==> src/rtl/min_max_top.sv <==
// min_max_top: registered bar-graph LED driver for a min/max range display.
// Build option: define MIN_MAX_ERRINJ_EN to compile in the ERRNO faulty variants;
// without it ERRNO is ignored and the block always behaves correctly.
module min_max_top #(
    parameter int VALSIZE = 4,
    parameter int ERRNO   = 0
) (
    input  logic                  clk_i,
    input  logic                  rst_ni,
    input  logic [1:0]            com_i,
    input  logic [VALSIZE-1:0]    min_i,
    input  logic [VALSIZE-1:0]    max_i,
    input  logic                  osc_i,
    input  logic [VALSIZE-1:0]    val_i,
    output logic [2**VALSIZE-1:0] leds_o
);
    localparam int LEDS = 2**VALSIZE;
`ifdef MIN_MAX_ERRINJ_EN
    localparam int ERR = ERRNO;
`else
    localparam int ERR = 0;
`endif

    logic [LEDS-1:0]    leds_d, leds_q;
    logic [VALSIZE-1:0] idx;
    logic               in_range;
    logic               osc_eff;

    // Next LED vector: min..val steady, val..max follows the oscillator, plus linear/off/on modes
    always_comb begin
        leds_d   = '0;
        idx      = '0;
        in_range = (min_i <= val_i) && (val_i <= max_i);
        osc_eff  = (ERR == 1) ? 1'b0 : osc_i;
        for (int i = 0; i < LEDS; i++) begin
            idx       = VALSIZE'(i);
            leds_d[i] = (com_i == 2'b11) ? !(ERR == 3 && i == 0) :
                        (com_i == 2'b01) ? ((ERR == 2) ? (idx < val_i) : (idx <= val_i)) :
                        (com_i == 2'b00) ? (in_range && idx >= min_i &&
                                            (idx <= val_i || (idx <= max_i && osc_eff))) :
                        1'b0;
        end
    end

    // Output register, cleared asynchronously by reset
    always_ff @(posedge clk_i or negedge rst_ni) begin
        if (!rst_ni) leds_q <= '0;
        else         leds_q <= leds_d;
    end

    assign leds_o = leds_q;
endmodule

==> config.mk <==
export PLATFORM = sky130hd
export DESIGN_NAME = min_max_top
export DESIGN_NICKNAME = d
export VERILOG_FILES = /design/src/rtl/min_max_top.sv
export SDC_FILE = /design/constraint.sdc
export NUM_CORES = 1
export LEC_CHECK = 0
export ABC_AREA = 1
export BUFFER_PORTS_ARGS = -buffer_cell sky130_fd_sc_hd__buf_2
export CAP_MARGIN = 20
export CORE_AREA = 2 2 66 68
export CTS_CLUSTER_DIAMETER = 40
export DETAILED_ROUTE_END_ITERATION = 8
export DIE_AREA = 0 0 68 70
export GPL_ROUTABILITY_DRIVEN = 0
export GPL_TIMING_DRIVEN = 0
export PLACE_DENSITY = 0.59
export SKIP_CTS_REPAIR_TIMING = 1
export SLEW_MARGIN = 20
export SYNTH_ARGS = -nofsm -noshare
export SYNTH_HDL_FRONTEND = slang
export SYNTH_SLANG_ARGS = --single-unit
==> constraint.sdc <==
create_clock -name clk_i -period 0.8 [get_ports clk_i]
set_clock_uncertainty 0.05 [all_clocks]
set_input_delay 0 -clock clk_i [delete_from_list [all_inputs] [get_ports clk_i]]
set_output_delay 0 -clock clk_i [all_outputs]
set_load 0.005 [all_outputs]
==> flow_summary.yaml, run 1 <==
die:
  die-area_um2: 4760
  start_util: 0.307
  die_h_um: 70
  core_um2: 4140
  pin_count: 33
  fp-row-count: 24
  dieWidth_um: 68
outcome:
  violations: "negative setup slack"
  outcome: "finished, violations left"
synth:
  synth-async-reset-ratio: 1.00
  ys_seq_area_frac: 0.315
  synth.distinct_cells: 27
  synth.avg_cell_area_um2: 7.14
  syn-num-nets: 203
  ys.flop_type: "dfrtp_1"
  synth_cells: 178
  synth_area_um2: 1270
  yosys_register_bits: 16
  synth_edf_count: 0
  yosys_warnings: 0
clocking:
  cts-root-buf: "clkbuf_8"
  clkTransAtPathRegs_ns: 0.05
  cts_sinks: 16
  tritoncts: "yes"
  htreeDepth: 1
  cts.path.max_buffers: 2
  cts_buffers: 3
cells_and_area:
  layout.nets: 246
  layout_common_cells: "40 x nand2_1, 25 x buf_2, 16 x dfrtp_1"
  final_common_cell: "nand2_1"
  nFillCells: 444
  largest_reg_flops: 16
  n_antenna_cell: 0
  regArea_um2: 400
  utilization: 0.434
  multi_input_area_um2: 888
  drive_above_1_share: 0.443
  syn_to_final_growth_pct: 41.3
setup_path:
  crit_end: "leds_o[13]"
  critPathArrivalTime_ns: 1.19
  crit_fanout: 6
  cp-end-kind: "register"
  critPathLaunchType: "input port"
  crit_type: "input port to register"
  required_ns: 0.93
  crit_start: "val_i[2]"
power:
  leakagePower_nw: 0.866
  powerDensity_nw_per_um2: 1240
  ir_drop_v: 0.000389
sta:
  worst_pin_slew_ns: 0.311
  relSlewSlack: 0.791
  fmax_mhz: 945
  hold_viol: 0
  timing.final.crit_share: 1.32
  post-route-min-period_ns: 1.06
  setup_slack_ns: -0.258
  finalSetupViolations: 16
  rsz0062_at_grt: "yes"
  maxSlewViolCount: 0
routing:
  via_per_inst: 4.83
  drtAntennaViolNets: 0
  drt_iter0_markers: 91
  dr.pass1.iters: 4
  finalWirelength_um: 3490
  vias: 1309
  wl_per_cell_um: 12.9
  drcViolationCount: 0
min_path:
  hold_class: "input port to register"
  holdPathStages: 3
run:
  maxCapViolCount: 0
global_routing:
  grt_pass1_vias: 1185
  antenna_found_initial: 0
  track_usage: 0.147
  grt_max_degree: 17
  overflow: 0
  grt_pass1_wl_um: 5420
placement:
  post-place-ws_ns: -0.685
  portBuffers: 32
  place_hpwl_um: 2740
==> kinds of logic (layout without fill, tap and decap cells) <==
kind of cell,count (synthesis),in the layout,share of synthesized area
flip-flops,16,16,0.315
buffers and inverters,29,70,0.0915
AO/OA/AOI/OAI,39,39,0.190
adder cells (fa/ha/maj),8,8,0.0787
AND/OR/NAND/NOR,86,86,0.325
==> cells in the mapped netlist, types with 4 or more instances <==
| master | instances | share of area |
|---|---|---|
| inv_1 | 16 | 0.047 |
| o211ai_1 | 4 | 0.024 |
| nor2_1 | 7 | 0.021 |
| o21ai_0 | 7 | 0.028 |
| nand2_1 | 46 | 0.14 |
| o21ai_1 | 6 | 0.024 |
| a21oi_1 | 7 | 0.028 |
| o22ai_1 | 4 | 0.020 |
| ha_1 | 8 | 0.079 |
| inv_2 | 11 | 0.032 |
| nand2_2 | 6 | 0.030 |
| dfrtp_1 | 16 | 0.31 |
| nand3_1 | 14 | 0.055 |
| a31oi_1 | 4 | 0.020 |
==> stage by stage <==
stage,instance area (um2),hold WS (ns),instances,TNS [ns],total power [mW]
4_1_cts,1590,-0.397,265,-6.01,2.14
3_3_place_gp,1540,-0.133,262,-10.21,1.57
5_1_grt,1800,0.0653,271,-4.33,2.36
3_5_place_dp,1540,-0.136,262,-9.99,1.57
2_1_floorplan,1320,-0.346,178,-3.79,1.31
6_report,1800,0.0256,271,-3.10,2.23
==> per-layer routing <==
layer	wire length [um]	part of all wire	vias to the layer above	GRT usage
met5	0	0	-	0
met4	184	0.053	0	0.102
met3	244	0.070	15	0.0161
met2	1650	0.47	49	0.225
met1	1410	0.40	571	0.186
li1	-	-	674	-
==> worst max-delay path, cell delays in order <==
cell and delay (ns):
buf_8 0.08, buf_12 0.10, clkinv_4 0.04, ha_4 0.25, nand2_2 0.05, inv_2 0.05
nand3_2 0.06, nand2_2 0.11, nand2_4 0.08, nor2_4 0.18, nand3_1 0.11, nand2_1 0.07
==> layout make-up <==
type / instances / area share
plain buffers: 2 / 0.0153
well taps: 52 / 0.0362
multi-input cells: 133 / 0.494
clock buffers: 3 / 0.0230
flip-flops and latches: 16 / 0.223
repair buffers: 38 / 0.141
inverters: 27 / 0.0675
==> where the power goes <==
group | switching (mW) | total (mW) | internal (mW)
Sequential | 0.0112 | 0.884 | 0.872
Combinational | 0.472 | 0.802 | 0.330
Clock | 0.216 | 0.547 | 0.331
Total | 0.699 | 2.23 | 1.53
==> worst min-delay path by stage <==
stage	endpoint	start	slack (ns)
after floorplan	leds_o[0]	rst_ni	-0.35
after global placement	leds_o[10]	rst_ni	-0.13
after detailed placement	leds_o[0]	rst_ni	-0.14
after CTS	leds_o[0]	rst_ni	-0.40
after global routing	leds_o[6]	val_i[1]	0.07
final	leds_o[14]	val_i[1]	0.03
Power figures use the tool's default switching activity.
==> inputs of run 2 (changes only) <==
--- a/config.mk
+++ b/config.mk
@@ -17,2 +17,3 @@
 export PLACE_DENSITY = 0.59
+export RECOVER_POWER = 50
 export SKIP_CTS_REPAIR_TIMING = 1
--- a/constraint.sdc
+++ b/constraint.sdc
@@ -4,2 +4,2 @@
 set_output_delay 0 -clock clk_i [all_outputs]
-set_load 0.005 [all_outputs]
+set_load 0.1 [all_outputs]
==> flow_summary.yaml, run 2 (synthesized netlist as in run 1, its figures left out) <==
outcome:
  outcome: "finished, violations left"
  violations: "negative setup slack"
sta:
  worst_pin_slew_ns: 0.367
  timing.final.crit_share: 1.33
  hold_ws_ns: 0.0133
  hold_viol: 0
  post-route-min-period_ns: 1.07
  relSlewSlack: 0.755
  fmax_mhz: 939
  finalSetupViolations: 32
  maxSlewViolCount: 0
  rsz0062_at_grt: "yes"
  setup_slack_ns: -0.265
cells_and_area:
  n_antenna_cell: 0
  drive_above_1_share: 0.514
  syn_to_final_growth_pct: 59.1
  largest_reg_flops: 16
  layout.nets: 244
  multi_input_area_um2: 915
  regArea_um2: 415
  layout_common_cells: "38 x nand2_1, 12 x inv_1, 12 x nand2_2, 12 x dfrtp_2"
  nFillCells: 402
  finalNonFillerCells: 270
  final_common_cell: "nand2_1"
setup_path:
  critPathLaunchType: "input port"
  required_ns: 0.93
  crit_fanout: 6
  cp-end-kind: "register"
  crit_type: "input port to register"
  critPathArrivalTime_ns: 1.19
run:
  maxCapViolCount: 0
routing:
  vias: 1304
  via_per_inst: 4.83
  wl_per_cell_um: 12.5
  finalWirelength_um: 3380
  drt_iter0_markers: 46
  drtAntennaViolNets: 0
  dr.pass1.iters: 4
  drcViolationCount: 0
global_routing:
  grt_pass1_wl_um: 5710
  track_usage: 0.154
  grt_max_degree: 17
  antenna_found_initial: 0
  grt_pass1_vias: 1239
  overflow: 0
placement:
  dp.cells: 262
  place_hpwl_um: 2750
  portBuffers: 32
power:
  leakagePower_nw: 0.909
  powerDensity_nw_per_um2: 1500
  ir_drop_v: 0.000569
die:
  core_um2: 4140
  die_h_um: 70
  fp-row-count: 24
  pin_count: 33
  die-area_um2: 4760
  dieWidth_um: 68
  start_util: 0.307
clocking:
  tritoncts: "yes"
  cts-root-buf: "clkbuf_8"
  cts.path.max_buffers: 2
  cts_sinks: 16
  cts_buffers: 3
  htreeDepth: 1
  clkTransAtPathRegs_ns: 0.06
min_path:
  hold_class: "input port to register"
  hold_end: "leds_o[14]"
  hp-start: "val_i[1]"
  holdPathStages: 3
-- run 2: area by class of cell --
cell class	instances	share of cell area
plain buffers	2	0.0136
clock buffers	4	0.0272
inverters	27	0.0600
multi-input cells	133	0.452
flip-flops and latches	16	0.205
well taps	52	0.0322
repair buffers	36	0.209
-- run 2: worst max-delay path by stage --
stage	depth (start not counted)	slack (ns)	end	from
after floorplan	11	-0.28	leds_o[15]	val_i[2]
after global placement	12	-0.71	leds_o[14]	val_i[3]
after detailed placement	12	-0.69	leds_o[14]	val_i[3]
after CTS	12	-0.44	leds_o[14]	val_i[3]
after global routing	12	-0.33	leds_o[12]	val_i[1]
final	12	-0.27	leds_o[12]	val_i[2]
-- run 2: report_power, final --
part	internal (mW)	switching [mW]	leakage, nW
Combinational	0.482	0.945	0.697
Clock	0.435	0.239	0.0288
Sequential	0.882	0.0422	0.183
-- run 2: stage by stage --
| stage | worst slack [ns] | utilization | total power [mW] | cell area (um2) | TNS [ns] |
|---|---|---|---|---|---|
| after floorplan | -0.278 | - | 1.79 | 1330 | -4.36 |
| after global placement | -0.713 | 0.376 | 2.05 | 1560 | -10.23 |
| after detailed placement | -0.694 | 0.376 | 2.05 | 1560 | -10.13 |
| after CTS | -0.445 | 0.389 | 2.73 | 1610 | -9.96 |
| after global routing | -0.331 | 0.488 | 3.20 | 2020 | -5.69 |
| final | -0.265 | 0.488 | 3.03 | 2020 | -4.15 |
-- run 2: critical path: stages --
cell and delay, ns:
buf_8 0.08, buf_12 0.11, clkinv_4 0.04, ha_4 0.25, nand2_2 0.05, inv_2 0.05
nand3_2 0.07, nand2_4 0.09, nand2_4 0.07, nor2_4 0.20, nand3_2 0.10, nand2_2 0.07
-- run 2: routing by layer --
layer,global-route usage,wire length [um],vias to the layer above
li1,-,-,677
met1,0.201,1490,567
met2,0.239,1550,49
met3,0.0306,212,11
met4,0.0711,127,0
met5,0,0,-
==> inputs of run 3 (changes only) <==
--- a/config.mk
+++ b/config.mk
@@ -16,4 +16,5 @@
 export GPL_TIMING_DRIVEN = 0
-export PLACE_DENSITY = 0.59
+export PLACE_DENSITY_LB_ADDON = 0.25
 export RECOVER_POWER = 50
+export SETUP_SLACK_MARGIN = 0.1
 export SKIP_CTS_REPAIR_TIMING = 1
--- a/constraint.sdc
+++ b/constraint.sdc
@@ -4,2 +4,2 @@
 set_output_delay 0 -clock clk_i [all_outputs]
-set_load 0.1 [all_outputs]
+set_load 0.02 [all_outputs]
==> flow_summary.yaml, run 3 (synthesized netlist as in run 1, its figures left out) <==
outcome:
  outcome: "finished, violations left"
  violations: "negative setup slack"
placement:
  dp.cells: 262
  post-place-ws_ns: -0.725
  place_hpwl_um: 2800
  portBuffers: 32
setup_path:
  required_ns: 0.93
  critPathLaunchType: "input port"
  crit_fanout: 6
  critPathArrivalTime_ns: 1.20
  crit_type: "input port to register"
  cp-end-kind: "register"
cells_and_area:
  layout_common_cells: "42 x nand2_1, 18 x buf_6, 16 x dfrtp_1"
  n_antenna_cell: 0
  layout.nets: 247
  nFillCells: 431
  syn_to_final_growth_pct: 49.9
  largest_reg_flops: 16
  drive_above_1_share: 0.441
  final_common_cell: "nand2_1"
  multi_input_area_um2: 885
  finalNonFillerCells: 272
  regArea_um2: 400
global_routing:
  grt_pass1_wl_um: 5710
  track_usage: 0.155
  overflow: 0
  antenna_found_initial: 0
  grt_max_degree: 17
  grt_pass1_vias: 1210
sta:
  relSlewSlack: 0.763
  setup_slack_ns: -0.270
  finalSetupViolations: 16
  fmax_mhz: 934
  rsz0062_at_grt: "yes"
  hold_ws_ns: 0.0106
  setup-tns-final_ns: -3.43
  maxSlewViolCount: 0
  hold_viol: 0
  worst_pin_slew_ns: 0.355
  timing.final.crit_share: 1.34
  post-route-min-period_ns: 1.07
min_path:
  hp-start: "val_i[1]"
  holdPathStages: 3
  hold_class: "input port to register"
  hold_end: "leds_o[14]"
die:
  pin_count: 33
  core_um2: 4140
  fp-row-count: 24
  die-area_um2: 4760
  die_h_um: 70
  dieWidth_um: 68
  start_util: 0.307
routing:
  dr.pass1.iters: 4
  drtAntennaViolNets: 0
  via_per_inst: 4.86
  drt_iter0_markers: 53
  drcViolationCount: 0
  wl_per_cell_um: 12.6
  vias: 1321
  finalWirelength_um: 3440
power:
  power_mw: 2.41
  powerDensity_nw_per_um2: 1260
  ir_drop_v: 0.000396
  leakagePower_nw: 0.895
run:
  maxCapViolCount: 0
clocking:
  htreeDepth: 1
  clkTransAtPathRegs_ns: 0.05
  cts.path.max_buffers: 2
  cts_sinks: 16
  tritoncts: "yes"
  cts-root-buf: "clkbuf_8"
  cts_buffers: 3
## run 3: cell types whose count changed in the layout (fill, tap and decap cells not counted), sizes merged
cell / previous run / this run
buf: 35 / 38
clkbuf: 6 / 5
## run 3: metal layers
layer | part of all wire | up-vias | routed length, um | track usage
li1 | - | 684 | - | -
met1 | 0.44 | 578 | 1520 | 0.208
met2 | 0.47 | 50 | 1630 | 0.241
met3 | 0.054 | 9 | 187 | 0.0161
met4 | 0.030 | 0 | 102 | 0.0822
met5 | 0 | - | 0 | 0
## run 3: where the power goes
group          switching [mW]  leakage [nW]  internal (mW)
Clock                   0.224        0.0216          0.332
Combinational           0.542         0.678          0.411
Sequential             0.0272         0.196          0.874
## run 3: how the worst max path moves through the flow
| stage | start | end | slack [ns] | cells past startpoint |
|---|---|---|---|---|
| 4_1_cts | val_i[3] | leds_o[13] | -0.48 | 12 |
| 3_3_place_gp | val_i[3] | leds_o[14] | -0.75 | 12 |
| 2_1_floorplan | val_i[2] | leds_o[15] | -0.28 | 11 |
| 6_report | val_i[2] | leds_o[4] | -0.27 | 12 |
| 5_1_grt | val_i[2] | leds_o[13] | -0.35 | 12 |
| 3_5_place_dp | val_i[3] | leds_o[13] | -0.73 | 12 |
## run 3: layout make-up
| class | instances | share of cell area |
|---|---|---|
| plain buffers | 2 | 0.0144 |
| flip-flops and latches | 16 | 0.210 |
| multi-input cells | 133 | 0.464 |
| inverters | 27 | 0.0676 |
| well taps | 52 | 0.0341 |
| repair buffers | 39 | 0.188 |
| clock buffers | 3 | 0.0217 |
## run 3: worst max-delay path: stages
cell	delay, ns
buf_8	0.08
buf_12	0.10
clkinv_4	0.04
ha_4	0.25
nand2_2	0.05
inv_2	0.05
nand3_2	0.06
nand2_2	0.10
nand2_4	0.07
nor2_4	0.20
nand3_1	0.11
nand2_1	0.07
## run 3: through the flow
| stage | util | instance area, um2 |
|---|---|---|
| 2_1_floorplan | - | 1320 |
| 3_3_place_gp | 0.373 | 1540 |
| 3_5_place_dp | 0.373 | 1540 |
| 4_1_cts | 0.383 | 1590 |
| 5_1_grt | 0.460 | 1910 |
| 6_report | 0.460 | 1910 |
